===== src/rtl/reg_file_read_2p.sv =====
// rtl/reg_file_read_2p.sv - 32x32 register file, one write port, two registered read ports
// Reads see a same-edge write through forwarding; entry 0 can be tied to zero.
module reg_file_read_2p #(
  parameter int DATA_WIDTH  = 32,
  parameter int ADDR_WIDTH  = 5,
  parameter int ZERO_REG_EN = 1
) (
  input  logic                  clk,
  input  logic                  rst,
  input  logic                  loadEnable,
  input  logic [ADDR_WIDTH-1:0] writeAddr,
  input  logic [DATA_WIDTH-1:0] inputData,
  input  logic                  readEnA,
  input  logic [ADDR_WIDTH-1:0] readAddrA,
  output logic [DATA_WIDTH-1:0] readDataA,
  output logic                  readValidA,
  input  logic                  readEnB,
  input  logic [ADDR_WIDTH-1:0] readAddrB,
  output logic [DATA_WIDTH-1:0] readDataB,
  output logic                  readValidB
);

  localparam int DEPTH = 1 << ADDR_WIDTH;

  logic [DATA_WIDTH-1:0] mem_q [DEPTH];
  logic [DATA_WIDTH-1:0] data_a_q, data_b_q;
  logic [DATA_WIDTH-1:0] data_a_d, data_b_d;
  logic                  valid_a_q, valid_b_q;
  logic                  wr_en;
  logic                  zero_a, zero_b;

  // With the zero register enabled, index 0 neither stores nor forwards.
  always_comb begin
    wr_en  = loadEnable && !((ZERO_REG_EN != 0) && (writeAddr == '0));
    zero_a = (ZERO_REG_EN != 0) && (readAddrA == '0);
    zero_b = (ZERO_REG_EN != 0) && (readAddrB == '0);

    data_a_d = mem_q[readAddrA];
    if (loadEnable && (writeAddr == readAddrA)) data_a_d = inputData;
    if (zero_a) data_a_d = '0;

    data_b_d = mem_q[readAddrB];
    if (loadEnable && (writeAddr == readAddrB)) data_b_d = inputData;
    if (zero_b) data_b_d = '0;
  end

  always_ff @(posedge clk) begin
    if (!rst) begin
      for (int i = 0; i < DEPTH; i++) mem_q[i] <= '0;
      data_a_q  <= '0;
      data_b_q  <= '0;
      valid_a_q <= 1'b0;
      valid_b_q <= 1'b0;
    end else begin
      if (wr_en) mem_q[writeAddr] <= inputData;
      valid_a_q <= readEnA;
      valid_b_q <= readEnB;
      if (readEnA) data_a_q <= data_a_d;
      if (readEnB) data_b_q <= data_b_d;
    end
  end

  assign readDataA  = data_a_q;
  assign readValidA = valid_a_q;
  assign readDataB  = data_b_q;
  assign readValidB = valid_b_q;

endmodule

===== config.mk =====
export PLATFORM = sky130hd
export DESIGN_NAME = reg_file_read_2p
export DESIGN_NICKNAME = d
export VERILOG_FILES = /design/src/rtl/reg_file_read_2p.sv
export SDC_FILE = /design/constraint.sdc
export NUM_CORES = 2
export LEC_CHECK = 0
export CORE_MARGIN = 1
export CORE_UTILIZATION = 50
export CTS_BUF_LIST = sky130_fd_sc_hd__clkbuf_8
export DETAILED_ROUTE_END_ITERATION = 12
export GPL_ROUTABILITY_DRIVEN = 0
export PLACE_DENSITY_LB_ADDON = 0.15
export SLEW_MARGIN = 20
export SYNTH_ARGS = -nofsm -noshare
export SYNTH_HDL_FRONTEND = slang
export SYNTH_SLANG_ARGS = --single-unit

===== constraint.sdc =====
create_clock -name clk -period 7.4 [get_ports clk]
set_input_delay 1.11 -clock clk [delete_from_list [all_inputs] [get_ports clk]]
set_output_delay 1.11 -clock clk [all_outputs]
set_load 0.02 [all_outputs]

== Word level (Yosys, flattened, before mapping) ==
Memory sizes are Yosys's and may differ from the RTL's.
Cells that the tools add are included.

* Equality and inequality tests: 2
* Multiplexer cells: 11
* Reduce and logical (&&, ||, !) cells: 8

{| class="wikitable"
|+ Operators by type and width
! cell !! count
|-
| 32-bit two-way mux || 5
|-
| 32-bit OR reduction || 1
|-
| 5-bit zero test || 3
|-
| 5-bit equality test || 2
|-
| 1-bit two-way mux || 5
|-
| 5-bit two-way mux || 1
|-
| 1-bit logical AND || 3
|-
| 1-bit zero test || 1
|}

* Flip-flop bits (word level): 66
* RAM bits: 1024
* Input port bits: 52
* Output and inout port bits: 66
* Word-level logic and storage cells: 26
* Memories: 1

{| class="wikitable"
|+ Memories
! memory !! depth !! width !! rd ports !! clocked after memory_dff !! write ports !! line !! source
|-
| mem_q || 32 || 32 || 2 || 0 || 32 || 25 || <nowiki>logic [DATA_WIDTH-1:0] mem_q [DEPTH];</nowiki>
|}

== Longest topological paths before layout ==
* Depth after elaboration: 8
* Depth in mapped cells: 9
* Mapped depth without buffers: 5

== Worst setup path before layout ==
OpenSTA, ideal clock, no wires.

* Kind: in2reg
* From: in writeAddr[2]
* To: mem mem_q[10][0] (enable)
* Library setup time: 0.466 ns
* Data arrival time: 4.381 ns
* Data required time: 6.934 ns
* Path slack: 2.553 ns
* Stages: 5
* Path buffers: 3
* Cells stage by stage: buf_2 -> or3b_2 -> clkbuf_1 -> clkbuf_1 -> o21ai_0

{| class="wikitable"
|+ RTL lines
! element !! line !! source
|-
| start, declared || 11 || <nowiki>input logic [ADDR_WIDTH-1:0] writeAddr,</nowiki>
|-
| end, declared || 25 ||
|}

==> results.txt <==
Result of the run: finished clean
Sum of buffers and inverters on the critical path: 3
Fraction of synthesis flops using an asynchronous set or reset pin: 0%
Largest voltage drop on the vdd net: 0.173 mV
Effective utilization at floorplan: 50.5%
Stage delay of the slowest cell on the critical path: 820 ps
Estimated wirelength of the detail-placed design: 112000 um
Synth Cell Area: 56000 um2
Number of cells upsized or downsized after cts: 0
Die footprint: 113000 um2
Flop and latch count out of synthesis: 1090
Clock net sink count: 1090
Top area cells in the synthesized netlist: sky130_fd_sc_hd__edfxtp_1 (55%), sky130_fd_sc_hd__mux4_2 (18%), sky130_fd_sc_hd__nor3_1 (8.9%), sky130_fd_sc_hd__clkbuf_1 (2.7%), sky130_fd_sc_hd__dfxtp_1 (2.4%)
Cell type with the largest total area after synthesis: sky130_fd_sc_hd__edfxtp_1
Kind of start point of the critical path: input port
Clock insertion delay at the later pin of the skew report: 880 ps
Number of nets with antenna violations after detailed routing: 0
Layout cell share with drive strength beyond 1: 21.2%
Final worst-path cycle share: 59.2%
Filler cell count in the final layout: 9169
Number of buffer cells added on primary ports: 117
Cell family with most CP delay: buffers and inverters
Setup clock skew after layout: 28.7 ps
Wire length of the first global-routing pass: 290000 um
Area share of the leading cell type in the synthesized netlist: 54.9%
TritonRoute pass-1 iters: 6
Initial antenna violation count: 13
Number of buffers created by CTS: 182
Wire length reported by the detailed router: 202000 um
Number of cells on the worst reg-to-reg path: 5
Number of enable flip-flop cells after synthesis: 1024
Congestion Overflow GR: 0
Data arrival time of the critical path: 4890 ps
Max clock buf depth: 3
Hold buffer count at cts: 0
Max-capacitance violation count: 0
Number of setup violations in the final report: 0
R2R Setup Slk: 5010 ps
Element type at the critical path end: flip-flop
Worst Hold Slack: 482 ps
Dominant cell by count in the synthesized netlist: sky130_fd_sc_hd__edfxtp_1
Largest net degree at the start of global routing: 144
Fmax: 228 MHz
Total power consumption of the routed design: 14.4 mW
Clock period minus worst slack: 4380 ps
TritonCTS clock tree: done
Reg clk slew, reported paths: 60 ps
Crit Path Max Fanout: 49
Power density relative to cell area: 233 nW/um2
Synth cell types: 45
Die height: 337 um
Final Hold Viols: 0
Wirelength per Cell: 36.1 um
Violation count after the first detailed-route iteration: 6032
Worst slew margin relative to its limit: 10.9%
Worst setup path class: input port to flip-flop
Vias per cell: 7.26
Count of warnings emitted by yosys: 0
RSZ-0062 raised after global routing: no
Share of the core filled with cells: 55.8%
Sequential fraction of the synthesis area: 57.3%
CTS Root Cell: sky130_fd_sc_hd__clkbuf_8
Path category of the worst min-delay check: flip-flop to flip-flop
Setup tns final: 0 ps
Top cells by count, synth: sky130_fd_sc_hd__edfxtp_1 (1024), sky130_fd_sc_hd__nor3_1 (992), sky130_fd_sc_hd__mux4_2 (448), sky130_fd_sc_hd__clkbuf_1 (398), sky130_fd_sc_hd__o21ai_0 (160)
GR Util All Layers: 36.0%
DRC viols: 0
Post-route setup slack: 3020 ps
Worst reg2reg path endpoint: readDataB[14]
R2R Path Start: mem_q[3][14]
Chip Width: 337 um
Cell chain of the critical path: clkdlybuf4s50_1 > or3_4 > nand3b_1 > buf_4 > o21ai_4 > buf_4
Leakage power: 19.3 nW
Max Transition Viols Final: 0
Area delta synth->final: 10.3%
Setup slack at placement: 2220 ps
Main synth FF type: sky130_fd_sc_hd__edfxtp_1
Mapped Avg Cell Area: 13.9 um2
Placement row count: 122
Max H-tree Level: 4
Capturing instance or port of the critical path: mem_q[24][9]
Number of nets at the end of the flow: 4000
Area of the core: 111000 um2
Setup crit start: writeAddr[2]
Number of placed I/O pins: 118
Critical-path top delay cell: sky130_fd_sc_hd__clkdlybuf4s50_1
Critical path required time: 7910 ps
Buffers inserted during post-CTS setup optimization: 0
Via count: 40609
Transition time at the pin with the least slew margin: 1330 ps
Crit-path most repeated cell: sky130_fd_sc_hd__buf_4
Number of cells on the critical path: 6
Instance count of the mapped netlist: 4041
Via count of the first global-routing pass: 40033
[registers in the layout, indices dropped and copies added (netlist names)]
| register | flops |
|---|---|
| readValidB | 1 |
| mem_q | 1024 |
| readDataB | 32 |
| readDataA | 32 |
| readValidA | 1 |
[per-layer routing]
metal | vias to the layer above | track usage, % | share of wire [%]
met5 | - | 0 | 0.042
met4 | 14 | 15.2 | 4.2
met3 | 485 | 9.62 | 13
met2 | 3022 | 54.7 | 46
met1 | 20865 | 49.0 | 37
li1 | 16223 | - | -
[per-stage QoR]
| stage | area, um2 | instances |
|---|---|---|
| 4_1_cts | 61800 | 5586 |
| 6_report | 61800 | 5593 |
| 3_5_place_dp | 58400 | 5251 |
| 3_3_place_gp | 58300 | 5247 |
| 2_1_floorplan | 56100 | 4072 |
| 5_1_grt | 61800 | 5589 |
[worst min-delay path, stage by stage (launching register included)]
cell and delay [ps]:
sky130_fd_sc_hd__dfxtp_1 320, sky130_fd_sc_hd__a22oi_1 60, sky130_fd_sc_hd__o21ai_0 60
[power breakdown]
| group | total (mW) | internal (mW) | switching [mW] |
|---|---|---|---|
| Sequential | 7.30 | 7.10 | 0.207 |
| Combinational | 1.94 | 0.717 | 1.22 |
| Clock | 5.16 | 2.59 | 2.57 |
[how the worst min path moves through the flow]
| stage | start | end | slack [ps] | cells past startpoint |
|---|---|---|---|---|
| after floorplan | readDataB[1] | readDataB[1] | 600 | 2 |
| final | readDataB[7] | readDataB[7] | 480 | 2 |
| after global placement | readDataB[7] | readDataB[7] | 460 | 2 |
| after global routing | readDataB[28] | readDataB[28] | 500 | 1 |
| after detailed placement | readDataB[7] | readDataB[7] | 470 | 2 |
| after CTS | readDataB[7] | readDataB[7] | 480 | 2 |
[area by class of cell]
| cell class | instances | area, um2 | share of cell area (%) |
|---|---|---|---|
| Antenna cell | 6 | 15.0 | 0.0243 |
| Clock inverter | 138 | 693 | 1.12 |
| Sequential cell | 1090 | 32100 | 51.9 |
| Inverter | 35 | 135 | 0.219 |
| Timing Repair Buffer | 240 | 2320 | 3.76 |
| Multi-Input combinational cell | 2399 | 22000 | 35.6 |
| Clock buffer | 197 | 2710 | 4.39 |
| Tap cell | 1488 | 1860 | 3.01 |
[cells by family (layout without fill, tap and decap cells)]
family / count (synthesis) / in the layout / share of synthesized area [%]
AOI/OAI and AO/OA: 580 / 580 / 7.06
other: 1 / 38 / 0.00669
and+or+nand+nor: 1201 / 1201 / 10.7
muxes: 576 / 576 / 20.3
xor gates and xnor gates: 10 / 10 / 0.156
DFF: 1090 / 1090 / 57.3
buffers and inverters: 583 / 610 / 4.51
[placed cells by master (no fill, tap or decap), types with 4 or more instances in the layout]
cell / instances
sky130_fd_sc_hd__nor3_1: 992
sky130_fd_sc_hd__clkbuf_8: 197
sky130_fd_sc_hd__o22ai_1: 22
sky130_fd_sc_hd__a22oi_1: 126
sky130_fd_sc_hd__nand3b_1: 4
sky130_fd_sc_hd__diode_2: 6
sky130_fd_sc_hd__buf_12: 12
sky130_fd_sc_hd__clkdlybuf4s50_1: 108
sky130_fd_sc_hd__o211ai_1: 32
sky130_fd_sc_hd__clkinvlp_4: 6
sky130_fd_sc_hd__a211oi_1: 22
sky130_fd_sc_hd__buf_4: 109
sky130_fd_sc_hd__a221oi_1: 64
sky130_fd_sc_hd__a221o_1: 22
sky130_fd_sc_hd__and2_1: 4
sky130_fd_sc_hd__xor2_1: 8
sky130_fd_sc_hd__o21ai_1: 10
sky130_fd_sc_hd__clkinv_2: 21
sky130_fd_sc_hd__bufinv_16: 4
sky130_fd_sc_hd__inv_1: 96
sky130_fd_sc_hd__o21ai_0: 129
sky130_fd_sc_hd__dfxtp_1: 66
sky130_fd_sc_hd__edfxtp_1: 1024
sky130_fd_sc_hd__and3_1: 22
sky130_fd_sc_hd__conb_1: 32
sky130_fd_sc_hd__a21oi_1: 84
sky130_fd_sc_hd__a2111o_1: 32
sky130_fd_sc_hd__nor4_1: 23
sky130_fd_sc_hd__nor2b_1: 22
sky130_fd_sc_hd__mux4_2: 448
sky130_fd_sc_hd__nand2_1: 108
sky130_fd_sc_hd__buf_16: 4
sky130_fd_sc_hd__mux2i_1: 128
sky130_fd_sc_hd__clkinv_1: 40
sky130_fd_sc_hd__buf_8: 4
sky130_fd_sc_hd__o21ai_4: 31
No activity file was read; power rests on OpenSTA's default activity.
